<file path="config.mk">
export PLATFORM = sky130hd
export DESIGN_NAME = dff_pipe
export DESIGN_NICKNAME = d
export VERILOG_FILES = /design/src/rtl/dff_pipe.sv
export SDC_FILE = /design/constraint.sdc
export NUM_CORES = 1
export LEC_CHECK = 0
export CORE_MARGIN = 4
export CORE_UTILIZATION = 45
export DETAILED_ROUTE_END_ITERATION = 12
export GPL_TIMING_DRIVEN = 0
export PLACE_DENSITY = 0.7
export SETUP_SLACK_MARGIN = 0.15
export SYNTH_ARGS = -nofsm -noshare
export SYNTH_HDL_FRONTEND = slang
export SYNTH_SLANG_ARGS = --single-unit
</file>
<file path="constraint.sdc">
create_clock -name clk -period 2.15 [get_ports clk]
set_input_delay 0.215 -clock clk [delete_from_list [all_inputs] [get_ports clk]]
set_output_delay 0.215 -clock clk [all_outputs]
set_load 0.02 [all_outputs]
</file>
<file path="src/rtl/dff_pipe.sv">
// Parameterised register pipeline with per-stage valid, rotate mode,
// synchronous clear, stage tap and registered fill count.
module dff_pipe #(
  parameter int WIDTH = 8,
  parameter int DEPTH = 4,
  parameter logic [WIDTH-1:0] RESET_VAL = '0,
  localparam int TSW = (DEPTH > 1) ? $clog2(DEPTH) : 1,
  localparam int CW = $clog2(DEPTH + 1)
) (
  input  logic             clk,
  input  logic             reset,
  input  logic             en,
  input  logic             clear,
  input  logic             recirc,
  input  logic [WIDTH-1:0] d,
  input  logic             d_valid,
  input  logic [TSW-1:0]   tap_sel,
  output logic [WIDTH-1:0] q,
  output logic             q_valid,
  output logic [WIDTH-1:0] tap_q,
  output logic             tap_valid,
  output logic [CW-1:0]    fill_cnt,
  output logic             full
);

  logic [WIDTH-1:0] data [DEPTH];
  logic [DEPTH-1:0] vld;
  logic [CW-1:0]    cnt;

  always_ff @(posedge clk or posedge reset) begin
    if (reset) begin
      for (int i = 0; i < DEPTH; i++) data[i] <= RESET_VAL;
      vld <= '0;
      cnt <= '0;
    end else if (clear) begin
      for (int i = 0; i < DEPTH; i++) data[i] <= RESET_VAL;
      vld <= '0;
      cnt <= '0;
    end else if (en) begin
      data[0] <= recirc ? data[DEPTH-1] : d;
      vld[0]  <= recirc ? vld[DEPTH-1] : d_valid;
      for (int i = 1; i < DEPTH; i++) begin
        data[i] <= data[i-1];
        vld[i]  <= vld[i-1];
      end
      // rotation keeps the population of valid stages constant
      if (!recirc)
        cnt <= cnt + CW'(d_valid) - CW'(vld[DEPTH-1]);
    end
  end

  always_comb begin
    tap_q     = RESET_VAL;
    tap_valid = 1'b0;
    for (int i = 0; i < DEPTH; i++) begin
      if (tap_sel == TSW'(i)) begin
        tap_q     = data[i];
        tap_valid = vld[i];
      end
    end
  end

  assign q        = data[DEPTH-1];
  assign q_valid  = vld[DEPTH-1];
  assign fill_cnt = cnt;
  assign full     = (cnt == CW'(DEPTH));

endmodule

</file>
Word level (Yosys, flattened, before mapping)
Cells that the tools add are included.
{ "word_totals": {"ff_bits": 39, "inputBits": 16, "out_inout_bits": 22} }
{ "classes": {"mux": 17, "n_reduce_logical": 3, "addsub": 2, "eq_ne": 5} }
{ "ops": {"columns": ["operator", "n"], "rows": [
  ["32-bit 2-to-1 mux", 2],
  ["8-bit 2-to-1 mux", 5],
  ["3-bit 2-to-1 mux", 3],
  ["4-bit 2-to-1 mux", 2],
  ["1-bit 2-to-1 mux", 5],
  ["2-bit == test (second input constant)", 2],
  ["3-bit by 1-bit adder with 3-bit output", 1],
  ["3-bit == test (second input constant)", 1],
  ["3-bit by 1-bit subtractor with 3-bit output", 1],
  ["2-bit by 1-bit == test with 1-bit output (second input constant)", 1],
  ["2-bit zero test", 1],
  ["2-bit inequality test (second input constant)", 1],
  ["2-bit AND reduction", 1],
  ["2-bit nonzero test", 1]
]} }

Depth between registers and ports, before layout
Gate-level depths: netlist of the first run.
{ "logic_depth": {"ltp_word": 5, "depth_mapped": 9, "ltp_nobuf": 9} }

Least setup slack after synthesis of the first run
Ideal clock, no wire load.
{ "synth_path": {"path_kind": "register to register", "startpoint": "reg cnt[0], in the netlist fill_cnt[0]", "endpoint": "reg cnt[2], in the netlist fill_cnt[2]", "period_less_slack_ps": 1898, "path_stages_with_launch": 10, "path_slack_ps": 252, "t_arrival_ps": 1779, "n_path_buf": 0, "cell_sequence": "dfrtp_1 -> inv_1 -> ha_1 -> inv_1 -> ha_1 -> inv_1 -> fa_1 -> xor2_1 -> a21oi_1 -> a31o_1"} }
{ "synth_between": {"elab_chain_cells": 5} }
{ "synth_rtl": {"columns": ["element", "line_no", "source"], "rows": [
  ["from (decl)", "28", "logic [CW-1:0] cnt;"],
  ["from (signal assigned)", "48", "cnt <= cnt + CW'(d_valid) - CW'(vld[DEPTH-1]);"],
  ["3-bit by 1-bit adder with 3-bit output", "48", null],
  ["3-bit by 1-bit subtractor with 3-bit output", "48", null],
  ["3-bit 2-to-1 mux", "47", "if (!recirc)"],
  ["3-bit 2-to-1 mux", "39", "end else if (en) begin"],
  ["3-bit 2-to-1 mux", "35", "end else if (clear) begin"]
]} }
No other way between the ends. The select of a mux whose other input is x is not followed.
A chain may end at the register's enable or synchronous reset.

Worst setup path in the final report of the first run
{ "layout_path": {"startpoint": "reg data, in the netlist q[3]", "endpoint": "out tap_q[3]"} }
{ "layout_between": {"elab_chain_cells": 1} }
{ "layout_rtl": {"columns": ["element", "line_no", "source"], "rows": [
  ["from (decl)", "26", "logic [WIDTH-1:0] data [DEPTH];"],
  ["from (signal, indexed assignment)", "43", "data[i] <= data[i-1];"],
  ["8-bit 2-to-1 mux", "56", "if (tap_sel == TSW'(i)) begin"],
  ["to (decl)", "20", "output logic [WIDTH-1:0] tap_q,"]
]} }
No other way between the ends.

==> metrics.md, run 1 <==
| Metric | Value |
|---|---|
| # clock sinks | `39` |
| Max-capacitance violation count | `0` |
| Period utilization | `90.9%` |
| Critical Path Start Type | `flip-flop` |
| Critical path data arrival time | `1740 ps` |
| Worst slack at placement | `205 ps` |
| Dpl hpwl | `3190 um` |
| Status | `completed` |
| Setup TNS | `0 ps` |
| Number of diodes | `0` |
| Final antenna-violating net count | `0` |
| Avg Vias per Cell | `5.50` |
| CTS root buffer | `clkbuf_8` |
| Syn Std Cell Area | `2040 um^2` |
| Layout area overhead | `24.2%` |
| CP endpoint kind | `primary output` |
| Vias in the first global route | `1486` |
| IO Port Bufs | `33` |
| GRT overflow | `0` |
| Die width | `75.4 um` |
| Worst setup path start | `q[3]` |
| Total iterations of the first detailed-routing run | `4` |
| Inst Count DP | `252` |
| Worst path cell trace | `mux4_2, clkdlybuf4s50_1` |
| Pwr Total | `1.49 mW` |
| Layout cell share with drive strength beyond 1 | `18.3%` |
| Num CTS Buffers | `5` |
| Hold crit path type | `input port to flip-flop` |
| Final min period | `1950 ps` |
| First-pass GRT wire length | `7400 um` |
| Routability cong. | `0.768` |
| Min-delay src | `en` |
| Total leakage power | `1.27 nW` |
| Placed Area | `2440 um^2` |
| Non-Filler Instances | `260` |
| Fmax | `512 MHz` |
| Sequential cell area | `976 um^2` |
| Relative slew slack | `46.7%` |
| Synth top area share | `47.8%` |
| RSZ-0062 raised after global routing | `true` |
| Total GRT Usage | `17.6%` |
| Synth area leader | `dfrtp_1` |
| Top cells by area, synth | `dfrtp_1 48%, mux2i_1 18%, mux4_2 9.9%` |
| Longest Clk Path Bufs | `2` |
| DRT iter0 DRCs | `70` |
| Pwr Density | `586 nW/um^2` |
| Warning count from the yosys run | `0` |
| Setup-failing EPs final | `0` |
| Area of the multi-input gates | `902 um^2` |
| Max stage delay on crit path | `550 ps` |
| Worst EP required | `1930 ps` |
| Largest net degree at the start of global routing | `40` |
| Die Span Y | `75.4 um` |
| Io pins | `38` |
| Fin area | `2540 um^2` |
| Initial core utilization | `46.6%` |
| Core area | `4380 um^2` |
| TritonCTS clock tree | `built` |
| Worst vdd ir | `0.384 mV` |
| Worst-path clk slew | `70 ps` |
| Final Max Slew Viols | `0` |
| Worst-margin pin slew | `798 ps` |
| Average instance area after synthesis | `12.2 um^2` |
| Worst-skew pair later-pin latency | `290 ps` |
| Antenna violations before repair | `0` |
| Most frequent cells in the layout | `39 x nor2_1, 39 x dfrtp_1, 37 x mux2i_1, 29 x clkdlybuf4s50_1, 11 x buf_4` |
| Post-synthesis sequential area ratio | `47.8%` |
| Worst path slowest cell | `clkdlybuf4s50_1` |
| Post-Route WL | `4730 um` |
| Net count, final | `226` |
| Setup Skew | `6.33 ps` |
| Distinct cell type count of the synthesized netlist | `19` |
| Seq cells post-synth | `39` |
| Die area | `5680 um^2` |
| Fillers | `386` |
| RR Startpoint | `vld[3]` |
| Cells after Synth | `167` |
| Row cnt | `24` |
| Crit Path Class | `flip-flop to primary output` |
| DR vias | `1431` |
| Avg WL per Cell | `18.2 um` |
| Residual DRC | `0` |
| Setup WS post-layout | `197 ps` |
| Min Hold Slack | `264 ps` |
| Syn_nets | `186` |
| Buf+Inv Stages, Crit Path | `1` |
| H-Tree Level Count | `2` |
| Hold Fails Final Rpt | `0` |
| Finished Core Util | `57.9%` |
| Worst-path fanout max | `4` |
| Top Family by Delay on Critical Path | `buffers and inverters` |
-- worst paths after layout --
path                                     to  depth (start not counted)  slack, ps
worst max-delay path               tap_q[3]                          2        200
worst min-delay path               data[18]                          3        260
worst max register to register  fill_cnt[2]                          8        230
worst min register to register     data[18]                          2        560
max in group asynchronous       fill_cnt[0]                          2       1250
min in group asynchronous       fill_cnt[2]                          2        380
-- report_power, final --
group | internal [mW] | leakage (nW) | switching [mW]
Combinational | 0.111 | 0.699 | 0.121
Clock | 0.228 | 0.0422 | 0.248
Sequential | 0.757 | 0.534 | 0.0209
-- repair_timing --
action                                  in CTS  in global routing
gates resized for setup                      0                  5
endpoints found under the setup margin       0                  5
hold buffers                                 0                  0
setup buffers                                0                  0
-- cell families after synthesis --
logic type                 Yosys count  share of synthesized area, %
DFF                                 39                          47.8
adders and majority gates            3                          2.20
xor gates and xnor gates             1                         0.429
muxes                               46                          28.0
AOI/OAI and AO/OA                   12                          4.59
and+or+nand+nor                     42                          8.51
buffers and inverters               24                          8.45
-- cell usage after synthesis --
cell and count:
a211oi_1 9, a211oi_2 1, a21oi_1 1, a31o_1 1, buf_2 3, buf_4 11
buf_6 5, clkbuf_1 1, dfrtp_1 39, fa_1 1, ha_1 2, inv_1 4
mux2i_1 37, mux4_2 9, nand2b_1 1, nor2_1 39, nor2b_4 1, nor3b_1 1
xor2_1 1
-- area by class of cell --
type	count	area share, %
flip-flops and latches	39	38.5
multi-input cells	104	35.6
repair buffers	33	13.4
plain buffers	20	6.21
clock buffers	7	3.01
well taps	52	2.56
inverters	4	0.592
clock inverters	1	0.197
-- worst register-to-register path, stage by stage (launching register included) --
cell and delay [ps]:
dfrtp_1 430, ha_1 310, inv_1 50, ha_1 140
inv_1 50, fa_1 390, xor2_2 180, a21oi_1 90
a31o_1 190
-- registers in the layout, indices dropped and copies added (netlist names) --
| register | cells |
|---|---|
| q | 8 |
| fill_cnt | 3 |
| data | 24 |
| vld | 4 |
-- per-layer routing --
metal	vias up	wire length, um	share of wire [%]	track usage [%]
met5	-	0	0	0
met4	0	38	0.80	4.85
met3	6	247	5.2	4.75
met2	34	2340	50	27.8
met1	738	2100	44	24.0
li1	653	-	-	-
(Power assumes the default switching activity.)
==> inputs of run 2 (changes only) <==
Settings changed: CAP_MARGIN from default to 40, HOLD_SLACK_MARGIN from default to 0.15.
==> results of run 2 <==
Same layout as run 1: the final DEF is identical, and so are final timing and power.
==> inputs of run 3 (changes only) <==
Clock period 2.15 ns to 2.2 ns, I/O delays scaled along.
==> run 3 against run 2 <==
Net effect:
- worst hold slack gained 6.0 ps
- sequential share of layout area grew 0.15 points
- first-iteration DRC count is the same
- register-to-register slack gained 50 ps
- power shrank 2.2%
- worst setup slack gained 3.1 ps
- largest power group unchanged
- die area is the same
- combinational power shrank 2%
==> metrics.md, run 3 (same netlist as run 1, synthesis figures left out) <==
| Metric | Value |
|---|---|
| Hold crit path type | `input port to flip-flop` |
| CTS root buffer | `clkbuf_8` |
| Placed Area | `2440 um^2 (unchanged)` |
| Buf+Inv Stages, Crit Path | `1 (unchanged)` |
| Worst-path clk slew | `70 ps (about the same)` |
| Fin area | `2530 um^2 (-0.39%)` |
| TritonCTS clock tree | `built` |
| Longest Clk Path Bufs | `2 (unchanged)` |
| Finished Core Util | `57.6% (-0.23 points)` |
| CP endpoint kind | `primary output` |
| Pwr Density | `575 nW/um^2 (-1.8%)` |
| Final Max Slew Viols | `0 (unchanged)` |
| Die Span Y | `75.4 um (unchanged)` |
| Worst-skew pair later-pin latency | `290 ps (about the same)` |
| Largest register FFs | `24 (unchanged)` |
| RSZ-0062 raised after global routing | `false` |
| Combinational share of power | `15.7% (about the same)` |
| # clock sinks | `39 (unchanged)` |
| First-pass GRT wire length | `7400 um (unchanged)` |
| Final antenna-violating net count | `0 (unchanged)` |
| Hold Fails Final Rpt | `0 (unchanged)` |
| DR vias | `1438 (+0.49%)` |
| Hold-fix buffers, CTS | `0 (unchanged)` |
| Worst-path fanout max | `5 (+1)` |
| Status | `completed` |
| Worst-margin pin slew | `799 ps (+0.960 ps)` |
| Total GRT Usage | `17.6% (unchanged)` |
| Worst vdd ir | `0.377 mV (-1.8%)` |
| Seq pwr share | `52.3% (about the same)` |
| Layout cell share with drive strength beyond 1 | `18.3% (unchanged)` |
| P_sw | `381 uW (-2.2%)` |
| Core area | `4380 um^2 (unchanged)` |
| Critical Path Start Type | `flip-flop` |
| Period utilization | `90.9%` |
| Max stage delay on crit path | `560 ps (about the same)` |
| DRT iter0 DRCs | `70 (unchanged)` |
| Number of diodes | `0 (unchanged)` |
| Crit Path Class | `flip-flop to primary output` |
| Worst path cell trace | `mux4_2, clkdlybuf4s50_1` |
| Worst EP required | `1980 ps (+50 ps)` |
| Layout area overhead | `23.7%` |
| Internal Power | `1.07 mW (-2.2%)` |
| Min Hold Slack | `270 ps (+6.05 ps)` |
| IO Port Bufs | `33 (unchanged)` |
| Register with the most flip-flops | `data` |
| GRT overflow | `0 (unchanged)` |
| Avg WL per Cell | `18.2 um (about the same)` |
| Vias in the first global route | `1486 (unchanged)` |
| Final min period | `2000 ps` |
| Fmax | `500 MHz` |
| Largest net degree at the start of global routing | `40 (unchanged)` |
| Antenna violations before repair | `0 (unchanged)` |
| Row cnt | `24 (unchanged)` |
| Critical path data arrival time | `1780 ps (+40 ps)` |
| Avg Vias per Cell | `5.53 (+0.49%)` |
| Relative slew slack | `46.6% (-0.064 points)` |
| Die area | `5680 um^2 (unchanged)` |
| Clock group share of total power | `32.0% (about the same)` |
| Total iterations of the first detailed-routing run | `4 (unchanged)` |
| Max-capacitance violation count | `0 (unchanged)` |
| Pwr Total | `1.45 mW (-2.2%)` |
| Worst path slowest cell | `clkdlybuf4s50_1` |
| Num CTS Buffers | `5 (unchanged)` |
| Setup TNS | `0 ps (unchanged)` |
| Post-Route WL | `4720 um (about the same)` |
| Top Family by Delay on Critical Path | `buffers and inverters` |
| H-Tree Level Count | `2 (unchanged)` |
| Io pins | `38 (unchanged)` |
| Setup Skew | `6.27 ps (-0.0644 ps)` |
| Routability cong. | `0.768 (unchanged)` |
| Die width | `75.4 um (unchanged)` |
| Sw frac | `26.2% (about the same)` |
| Most frequent cells in the layout | `39 x nor2_1, 39 x dfrtp_1, 37 x mux2i_1, 33 x clkdlybuf4s50_1, 11 x buf_4` |
| Net count, final | `226 (unchanged)` |
| Residual DRC | `0 (unchanged)` |
| Initial core utilization | `46.6% (unchanged)` |
| Setup-failing EPs final | `0 (unchanged)` |
| Total leakage power | `1.20 nW (-5.5%)` |
| Dpl hpwl | `3190 um (unchanged)` |
[run 3: cell count changes in the layout (fill, tap and decap cells not counted), sizes merged]
cell	previous run	this run
dlymetal6s2s	4	0
clkdlybuf4s50	29	33
[run 3: power groups by stage]
stage	Clock, mW	Combinational [mW]	Sequential, mW
floorplan	0	0.145	0.772
global placement	0	0.222	0.771
detailed placement	0	0.229	0.774
CTS	0.478	0.230	0.759
global route	0.503	0.245	0.763
finish	0.465	0.228	0.760
[run 3: path summary, 6_finish.rpt]
check                          from     endpoint  slack [ps]  depth (start not counted)
max reg2reg                  vld[3]  fill_cnt[2]         280                          8
min in group asynchronous     reset  fill_cnt[2]         390                          2
max                          vld[3]    tap_valid         200                          2
max in group asynchronous     reset  fill_cnt[0]        1300                          2
min reg2reg                data[18]     data[18]         560                          2
min                              en     data[18]         270                          3
[run 3: area by class of cell]
class                           count  area, um^2
Tap cell                           52        65.1
Clock buffer                        7        76.3
Sequential cell                    39         976
Buffer                             20         158
Fill cell                         387        1860
Clock inverter                      1        5.00
Multi-Input combinational cell    104         902
Timing Repair Buffer               33         330
Inverter                            4        15.0
[run 3: metrics by stage]
stage	instances	setup WS (ps)
after global placement	252	263
final	260	200
after global routing	260	171
after floorplan	167	302
after detailed placement	252	255
after CTS	260	204
[run 3: worst reg2reg max path: cells and delay by family, from the launching register on]
kind	cells	cell delay, ps
AOI/OAI and AO/OA	2	280
xor gates and xnor gates	1	180
adders and majority gates	3	840
buffers and inverters	2	100
DFF	1	430
[run 3: repair_timing]
action                     4_1_cts  5_1_grt
setup endpoints to repair        0        1
setup buffers                    0        0
gates resized for setup          0        1
[run 3: metal layers]
| layer | global-route usage, % | vias to the layer above | wire length [um] |
|---|---|---|---|
| met5 | 0 | - | 0 |
| met2 | 27.8 | 36 | 2370 |
| met4 | 4.85 | 0 | 38 |
| met1 | 24.0 | 744 | 2050 |
| met3 | 4.75 | 6 | 267 |
| li1 | - | 652 | - |
